$ cat src/rtl/trap_ctrl.sv
// trap_ctrl: multicycle trap/exception sequencer.
// Accepts prioritised trap requests, saves PC/cause, fetches the handler
// address from a vector table in data memory and redirects the PC.
// Also services return-from-trap (Mret) by redirecting to EPC.
module trap_ctrl #(
  parameter int unsigned      XLEN       = 64,
  parameter int unsigned      NCAUSE     = 4,
  parameter int unsigned      CW         = 2,
  parameter logic [XLEN-1:0]  VEC_BASE   = XLEN'(254),
  parameter logic [XLEN-1:0]  VEC_STRIDE = XLEN'(1),
  parameter int unsigned      MEM_LAT    = 1
) (
  input  logic              Clk,
  input  logic              Reset,
  input  logic [NCAUSE-1:0] TrapReq,
  input  logic              Mret,
  input  logic [XLEN-1:0]   PC,
  input  logic [XLEN-1:0]   MemRdData,
  output logic              MemRdEn,
  output logic [XLEN-1:0]   MemRdAddr,
  output logic [XLEN-1:0]   NewPC,
  output logic              PCWrite,
  output logic [XLEN-1:0]   EPC,
  output logic [CW-1:0]     Cause,
  output logic              InTrap,
  output logic              Stall,
  output logic              TrapLost
);

  localparam int unsigned CNTW = $clog2(MEM_LAT + 1);

  typedef enum logic [1:0] {
    S_IDLE,
    S_READ,
    S_WAIT,
    S_REDIRECT
  } state_t;

  state_t          r_state;
  state_t          w_state_nxt;
  logic [CNTW-1:0] r_wcnt;
  logic [XLEN-1:0] r_epc;
  logic [CW-1:0]   r_cause;
  logic            r_intrap;
  logic [XLEN-1:0] r_newpc;
  logic            r_retpw;
  logic            r_lost;

  logic            w_req_any;
  logic            w_found;
  logic [CW-1:0]   w_k;
  logic            w_take;
  logic            w_ret;
  logic            w_wait_last;
  logic [XLEN-1:0] w_vec_addr;

  assign w_req_any   = |TrapReq;
  assign w_take      = (r_state == S_IDLE) && w_req_any && !r_intrap;
  assign w_ret       = (r_state == S_IDLE) && Mret && r_intrap;
  assign w_wait_last = (r_wcnt == CNTW'(MEM_LAT));
  assign w_vec_addr  = VEC_BASE + XLEN'(r_cause) * VEC_STRIDE;

  // Priority encoder: lowest set request bit wins
  always_comb begin
    w_k     = '0;
    w_found = 1'b0;
    for (int unsigned i = 0; i < NCAUSE; i++) begin
      if (TrapReq[i] && !w_found) begin
        w_k     = CW'(i);
        w_found = 1'b1;
      end
    end
  end

  // State register
  always_ff @(posedge Clk) begin
    if (Reset) r_state <= S_IDLE;
    else       r_state <= w_state_nxt;
  end

  // Next-state logic
  always_comb begin
    w_state_nxt = r_state;
    case (r_state)
      S_IDLE:     if (w_take) w_state_nxt = S_READ;
      S_READ:     w_state_nxt = S_WAIT;
      S_WAIT:     if (w_wait_last) w_state_nxt = S_REDIRECT;
      S_REDIRECT: w_state_nxt = S_IDLE;
      default:    w_state_nxt = S_IDLE;
    endcase
  end

  // Memory wait counter, runs 1..MEM_LAT while in WAIT
  always_ff @(posedge Clk) begin
    if (Reset) begin
      r_wcnt <= '0;
    end else begin
      case (r_state)
        S_READ:  r_wcnt <= CNTW'(1);
        S_WAIT:  r_wcnt <= w_wait_last ? '0 : r_wcnt + CNTW'(1);
        default: r_wcnt <= '0;
      endcase
    end
  end

  // Trap context: EPC/cause capture, handler flag, redirect target, lost flag
  always_ff @(posedge Clk) begin
    if (Reset) begin
      r_epc    <= '0;
      r_cause  <= '0;
      r_intrap <= 1'b0;
      r_newpc  <= '0;
      r_retpw  <= 1'b0;
      r_lost   <= 1'b0;
    end else begin
      r_retpw <= w_ret;
      if (w_take) begin
        r_epc    <= PC;
        r_cause  <= w_k;
        r_intrap <= 1'b1;
      end else if (w_ret) begin
        r_intrap <= 1'b0;
      end
      if (w_ret) r_newpc <= r_epc;
      else if ((r_state == S_WAIT) && w_wait_last) r_newpc <= MemRdData;
      if (w_req_any && ((r_state != S_IDLE) || r_intrap)) r_lost <= 1'b1;
    end
  end

  // Output decode; PCWrite is suppressed in a reset cycle
  always_comb begin
    MemRdEn   = 1'b0;
    MemRdAddr = '0;
    Stall     = (r_state != S_IDLE);
    PCWrite   = !Reset && ((r_state == S_REDIRECT) || r_retpw);
    if (r_state == S_READ) begin
      MemRdEn   = 1'b1;
      MemRdAddr = w_vec_addr;
    end
  end

  assign NewPC    = r_newpc;
  assign EPC      = r_epc;
  assign Cause    = r_cause;
  assign InTrap   = r_intrap;
  assign TrapLost = r_lost;

endmodule
$ cat config.mk
export PLATFORM = sky130hd
export DESIGN_NAME = trap_ctrl
export DESIGN_NICKNAME = d
export VERILOG_FILES = /design/src/rtl/trap_ctrl.sv
export SDC_FILE = /design/constraint.sdc
export NUM_CORES = 1
export LEC_CHECK = 0
export CAP_MARGIN = 40
export CELL_PAD_IN_SITES_DETAIL_PLACEMENT = 0
export CELL_PAD_IN_SITES_GLOBAL_PLACEMENT = 1
export CORE_MARGIN = 2
export CORE_UTILIZATION = 27
export CTS_CLUSTER_DIAMETER = 100
export CTS_CLUSTER_SIZE = 30
export DETAILED_ROUTE_END_ITERATION = 8
export MAX_ROUTING_LAYER = met4
export PLACE_DENSITY = 0.86
export SETUP_SLACK_MARGIN = 0.5
export SYNTH_ARGS = -nofsm -noshare
export SYNTH_HDL_FRONTEND = slang
export SYNTH_SLANG_ARGS = --single-unit
$ cat constraint.sdc
create_clock -name Clk -period 2.2 [get_ports Clk]
set_clock_uncertainty 0.1 [all_clocks]
set_input_delay 0.22 -clock Clk [delete_from_list [all_inputs] [get_ports Clk]]
set_output_delay 0.22 -clock Clk [all_outputs]
set_load 0.005 [all_outputs]
==> results of run 1 <==
Yosys cell counts:
library cell / n
a21o_1: 1
clkbuf_1: 55
dfxtp_1: 136
mux2i_1: 1
or4_4: 1
buf_12: 3
nand2_1: 166
inv_1: 4
buf_8: 1
conb_1: 1
buf_6: 1
a21oi_1: 38
nor3_1: 1
nor2_1: 75
buf_2: 3
nand2b_1: 3
a311oi_1: 64
and2_1: 2
buf_4: 61
nand2b_2: 1
nor2b_1: 2
nand3_1: 65
a21oi_2: 31
ha_1: 5
a211oi_1: 1
or3_1: 1
nand2_2: 30
a211oi_2: 1
kinds of logic after synthesis:
kind of cell             share of synthesized area
adder cells (fa/ha/maj)                     0.0102
multiplexers                               0.00164
AND/OR/NAND/NOR                              0.244
AO/OA/AOI/OAI                                0.171
buffers and inverters                        0.128
other                                     0.000613
flip-flops                                   0.445
worst max-delay path, delay by kind of cell, from the launching register on:
| family | cells | cell delay, ps |
|---|---|---|
| AND/OR/NAND/NOR | 1 | 120 |
| adder cells (fa/ha/maj) | 1 | 170 |
| flip-flops | 1 | 360 |
| buffers and inverters | 4 | 370 |
per-stage QoR:
step                      power, uW  utilization
after floorplan                5980            -
after global placement         8100        0.400
after detailed placement       8180        0.400
after CTS                     11800        0.448
after global routing          14300        0.500
final                         13700        0.500
layout make-up:
class,instances,area (um^2),share of cell area
clock inverter,10,96.3,0.00859
inverter,4,17.5,0.00156
multi-input combinational,544,3330,0.297
timing repair buffer,360,4190,0.373
tap,285,357,0.0318
clock buffer,22,474,0.0423
sequential,136,2750,0.245
antenna,1,2.50,0.000223
power groups by stage:
stage | clock (uW) | sequential, uW | combinational (uW)
detailed placement | 0 | 3640 | 4540
global route | 2960 | 3780 | 7560
CTS | 2850 | 3620 | 5290
global placement | 0 | 3630 | 4470
floorplan | 0 | 3590 | 2400
finish | 2810 | 3700 | 7160
metal layers:
metal | wire length, um | global-route usage | vias to the layer above
met5 | 0 | - | -
met1 | 11600 | 0.242 | 3206
li1 | - | - | 3079
met2 | 13400 | 0.321 | 290
met3 | 1680 | 0.0426 | 36
met4 | 504 | 0.0622 | 0
worst paths after layout:
kind,from,cells past startpoint,end,slack [ps]
setup / recovery,r_state[1]$_SDFFE_PP0P_,6,MemRdAddr[1],420
hold reg to reg,EPC[42]$_SDFFE_PP0P_,2,EPC[42]$_SDFFE_PP0P_,360
hold / removal,PC[29],3,EPC[29]$_SDFFE_PP0P_,250
setup reg to reg,r_state[1]$_SDFFE_PP0P_,8,NewPC[0]$_SDFFE_PP0P_,450
registers in the layout, summed over array words and instances (netlist names):
name	flops
TrapLost	1
r_wcnt	1
Cause	2
EPC	64
r_retpw	1
InTrap	1
NewPC	64
r_state	2
cells in the final DEF, fill, tap and decap left out, types with 15 or more instances in the layout:
master	n
nand2_2	63
clkbuf_16	35
buf_12	15
nor2_1	64
a311oi_1	34
buf_6	25
nand3_1	64
buf_4	17
a311oi_2	30
a21oi_1	27
nand2_1	123
conb_1	55
a21oi_2	41
clkdlybuf4s50_1	262
dfxtp_1	115
dfxtp_2	19
repair_timing:
item | in CTS | in global routing
buffers inserted | 16 | 17
resized for setup | 80 | 154
gates cloned | 9 | 23
setup endpoints to repair | 130 | 159
pin swaps | 4 | 85
==> results.md, run 1 <==
- Status: finished clean
- Most Frequent Cell on Critical Path: buf_6
- Via density: 4.85
- Fin cells: approximately 1.4k
- TritonRoute pass-1 iters: 5
- Antenna violations before repair: 1
- Overall Global Routing Usage: 0.196
- Placed instance area: between 0.008 and 0.009 mm^2
- Synthesized area: 0.00612 mm^2
- Switching share of power: 0.368
- Part of the power in registers: 0.271
- Yosys Warn Count: 0
- Clock latency on the worst-skew pair: 420 ps
- DRT iter0 DRCs: 400
- Layout cells sized above 1: 0.294
- Final Cell Area: approximately 0.011 mm^2
- Worst EP required: between 1500 and 2000 ps
- Sequential share of the synthesized area: 0.445
- Die width: between 150 and 200 um
- Logic pwr share: 0.524
- Grt total ovfl: 0
- Hold WS: 246 ps
- Placed insts: 1264
- # hold bufs at CTS: 0
- CP max-delay cell: dfxtp_4
- Tcrit/Tclk final: 0.811
- Root Buffer: clkbuf_16
- # setup viols final: 0
- Detail Route Antenna Nets: 0
- Filler cell count: 2088
- Startpoint types: flip-flop
- Largest cells by area after synthesis: dfxtp_1, nand2_1, a311oi_1, buf_4, nand3_1
- Rows: 55
- Clock power frac: 0.206
- #FFs+latches synth: between 100 and 150
- CTS Buf Count: 17
- Htree depth: 4
- Syn avg cell area: 8.12 um^2
- Largest net degree at the start of global routing: 137
- Final min period: 1780 ps
- IO Count: 334
- Synth Instances: roughly 750
- Setup CP Type: reg -> out
- Slew Viols, Final: 0
- DP HPWL: 14200 um
- Psw: 5030 uW
- Top cell type's share of synthesized area: 0.445
- DR vias: 6611
- Drt drc: 0
- Max_cap viols: 0
- CP Max Fanout: 5
- Fmax: 561 MHz
- Pleak: about 0.0043 uW
- Synth-to-Final Area Change: 83.3%
- Final WL: 27200 um
- Per-cell routed wire length: 20.0 um
- I/O Buffers: approximately 280
- CTS sink count: 136
- Layout net count: 1203
- TritonCTS clock tree: done
- Crit-path max cell delay: 360 ps
- Vias in the first global route: approximately 6k
- Arr. time, crit path: 1460 ps
- Synth cell types: 28
- Worst VDD drop: 0.576 mV
- Global-route wire length before repair: 35400 um
- Die Height: roughly 150 um
- Internal: 8640 uW
- Area leader, netlist: dfxtp_1
- Critical Path End Type: output port
- RSZ-0062 raised after global routing: true
- Clock Tree Buf Depth: 2
- Rel. slew slack: 0.463
- Pwr Density: 1220 mW/mm^2
- Setup TNS: 0 ps
- Final hold vios: 0
- Critical-path cell list: inv_4 > ha_4 > nor2b_4 > buf_6 > buf_4 > buf_6
- Hold crit path type: in -> reg
- Setup WS post-layout: 417 ps
- Core Footprint: roughly 0.022 mm^2
- Place WS: 173 ps
- Clock slew at reported path FFs: 60 ps
- DIE AREA: about 0.024 mm^2
- Initial Util: 0.273
- Final GP Congestion: 0.771
- Worst-margin pin slew: 806 ps
(Power assumes the default switching activity.)
==> run 2, diff against run 1 <==
==> constraint.sdc (replaced) <==
create_clock -name Clk -period 1.8 [get_ports Clk]
set_clock_uncertainty 0.1 [all_clocks]
set_input_delay 0.18 -clock Clk [delete_from_list [all_inputs] [get_ports Clk]]
set_output_delay 0.18 -clock Clk [all_outputs]
set_load 0.005 [all_outputs]
==> run 2 against run 1 <==
  * Sequential cell count did not move
  * Final cell count rose by 3.2%
  * Hold slack got worse by 48 ps
  * Via count rose by 4.1%
  * Routed wire length rose by 6.0%
  * Sequential power rose by 22%
  * Global-route usage rose by 1.5 points
  * Critical path type is now reg -> reg
  * Critical endpoint is now NewPC[12]$_SDFFE_PP0P_
  * Largest power group unchanged
  * Highest routed layer unchanged
==> results.md, run 2 (synthesis gave the netlist of run 1 again) <==
- CP Max Fanout: 8 (+3)
- Hold crit path type: in -> reg
- RSZ-0062 raised after global routing: true
- IO Count: 334 (unchanged)
- Arr. time, crit path: 1930 ps (+470 ps)
- Slew Viols, Final: 0 (unchanged)
- Largest net degree at the start of global routing: 137 (unchanged)
- Crit-path max cell delay: 380 ps (+20 ps)
- Die Height: 155 um (unchanged)
- DRT iter0 DRCs: 401 (+0.25%)
- Detail Route Antenna Nets: 0 (unchanged)
- Startpoint types: flip-flop
- DP HPWL: 14400 um (+1.5%)
- # setup viols final: 0 (unchanged)
- Status: finished clean
- Critical Path End Type: flip-flop
- Rel. slew slack: 0.283 (-0.180)
- Most Frequent Cell on Critical Path: buf_6
- Global-route wire length before repair: 37400 um (+5.8%)
- Overall Global Routing Usage: 0.211 (+0.0146)
- Final Cell Area: 0.0128 mm^2 (+14%)
- Initial Util: 0.273 (unchanged)
- Tcrit/Tclk final: 0.962
- CTS sink count: 136 (unchanged)
- Setup CP Type: reg -> reg
- Max_cap viols: 0 (unchanged)
- Final hold vios: 0 (unchanged)
- Met3 wire len: 1680 um (+0.12%)
- Htree depth: 4 (unchanged)
- Layout cells sized above 1: 0.514 (+0.221)
- DR vias: 6884 (+4.1%)
- Clock slew at reported path FFs: 70 ps (about the same)
- Grt total ovfl: 0 (unchanged)
- CTS Buf Count: 17 (unchanged)
- Total chip power: 18500 uW (+36%)
- Filler cell count: 1871 (-10%)
- Per-cell routed wire length: 20.5 um (+2.7%)
- DR top layer: met4
- Placed instance area: 0.00915 mm^2 (+1.9%)
- Die width: 155 um (unchanged)
- Metal2 WL: 14600 um (+9.0%)
- Pwr Density: 1440 mW/mm^2 (+19%)
- CP max-delay cell: dfxtp_4
- Drt drc: 0 (unchanged)
- Root Buffer: clkbuf_16
- Worst EP required: 2000 ps (+120 ps)
- Final min period: 1730 ps
- Rows: 55 (unchanged)
- Vias in the first global route: 6351 (+3.8%)
- TritonRoute pass-1 iters: 4 (-1)
- Family with the most delay on the worst path: buffers and inverters
- WP buf/inv: 4 (unchanged)
- Via density: 4.90 (+0.87%)
- Setup TNS: 0 ps (unchanged)
- Place WS: -164 ps (-338 ps)
- Layout net count: 1247 (+3.7%)
- Critical-path cell list: buf_6 > ha_4 > buf_6 > buf_6 > clkbuf_16 > nand3_2 > a311oi_1
- DIE AREA: 0.0239 mm^2 (unchanged)
- Clock latency on the worst-skew pair: 420 ps (about the same)
- Antenna violations before repair: 1 (unchanged)
- Hold WS: 198 ps (-48.0 ps)
- Final WL: 28900 um (+6.0%)
- Pleak: 0.00616 uW (+43%)
- Final GP Congestion: 0.801 (+3.9%)
- Clock Tree Buf Depth: 2 (unchanged)
- TritonCTS clock tree: done
- Commonest non-fill, non-tap cell in the layout: clkdlybuf4s50_1
- Setup WS post-layout: 67.6 ps (-349 ps)
- Most frequent cells in the layout: clkdlybuf4s50_1, nand2_1, dfxtp_2, dlymetal6s2s_1, nor2_1
- I/O Buffers: 278 (unchanged)
- Metal-1 WL: 12100 um (+3.8%)
- Fmax: approximately 580 MHz
- Core Footprint: 0.0224 mm^2 (unchanged)
- Worst-margin pin slew: 1080 ps (+270 ps)
- Synth-to-Final Area Change: 110%
- Worst VDD drop: 0.766 mV (+33%)
==> run 2: changes by cell type in the layout (fill, tap and decap cells not counted), moves of 20 or more <==
| cell | before | now |
|---|---|---|
| clkdlybuf4s15_1 | 0 | 28 |
| buf_4 | 17 | 49 |
| nand3_2 | 0 | 33 |
| a21oi_1 | 27 | 7 |
| dlymetal6s2s_1 | 3 | 74 |
| dfxtp_2 | 19 | 75 |
| a21oi_2 | 41 | 61 |
| nand2_4 | 9 | 59 |
| dfxtp_1 | 115 | 53 |
| nand2_1 | 123 | 83 |
| nand3_1 | 64 | 15 |
| clkdlybuf4s50_1 | 262 | 133 |
==> run 2: what timing repair did <==
action / 4_1_cts / 5_1_grt
pin swaps: 27 / 186
setup endpoints to repair: 278 / 260
cloned: 18 / 14
hold buffers: 0 / 0
resized for setup: 270 / 449
buffers inserted: 46 / 21
==> run 2: worst paths after layout <==
kind | startpoint | endpoint | slack (ps) | depth (start not counted)
worst max-delay path | r_state[1]$_SDFFE_PP0P_ | NewPC[12]$_SDFFE_PP0P_ | 70 | 7
worst min-delay path | PC[15] | EPC[15]$_SDFFE_PP0P_ | 200 | 3
worst max register to register | r_state[1]$_SDFFE_PP0P_ | NewPC[12]$_SDFFE_PP0P_ | 70 | 7
worst min register to register | EPC[56]$_SDFFE_PP0P_ | EPC[56]$_SDFFE_PP0P_ | 360 | 2
==> run 2: stage by stage <==
step	std cells	utilization
finish	1406	0.572
global route	1406	0.572
CTS	1370	0.485
detailed placement	1274	0.408
global placement	1274	0.408
floorplan	808	-
==> run 2: worst register-to-register path, stage by stage, from the launching register on <==
cell and delay [ps]:
dfxtp_4 380, buf_6 120, ha_4 220, buf_6 130, buf_6 110, clkbuf_16 180, nand3_2 70, a311oi_1 320
==> run 2: layout make-up <==
class,instances,area (um^2),area share
inverter,4,25.0,0.00195
sequential,136,2850,0.222
tap,285,357,0.0278
timing repair buffer,403,4740,0.369
multi-input combinational,545,4240,0.331
clock buffer,19,453,0.0353
clock inverter,13,168,0.0131
antenna,1,2.50,0.000195
==> run 2: layer usage <==
layer / GRT usage / vias up
met2: 0.356 / 293
met4: 0.0516 / 0
met1: 0.259 / 3387
met5: - / -
li1: - / 3179
met3: 0.0426 / 25
==> run 2: power by group <==
group	internal (uW)	switching, uW	total, uW	leakage (uW)
Sequential	3910	596	4510	0.00115
Clock	2270	1470	3750	0.000300
Combinational	5290	4980	10300	0.00471
Total	11500	7050	18500	0.00616
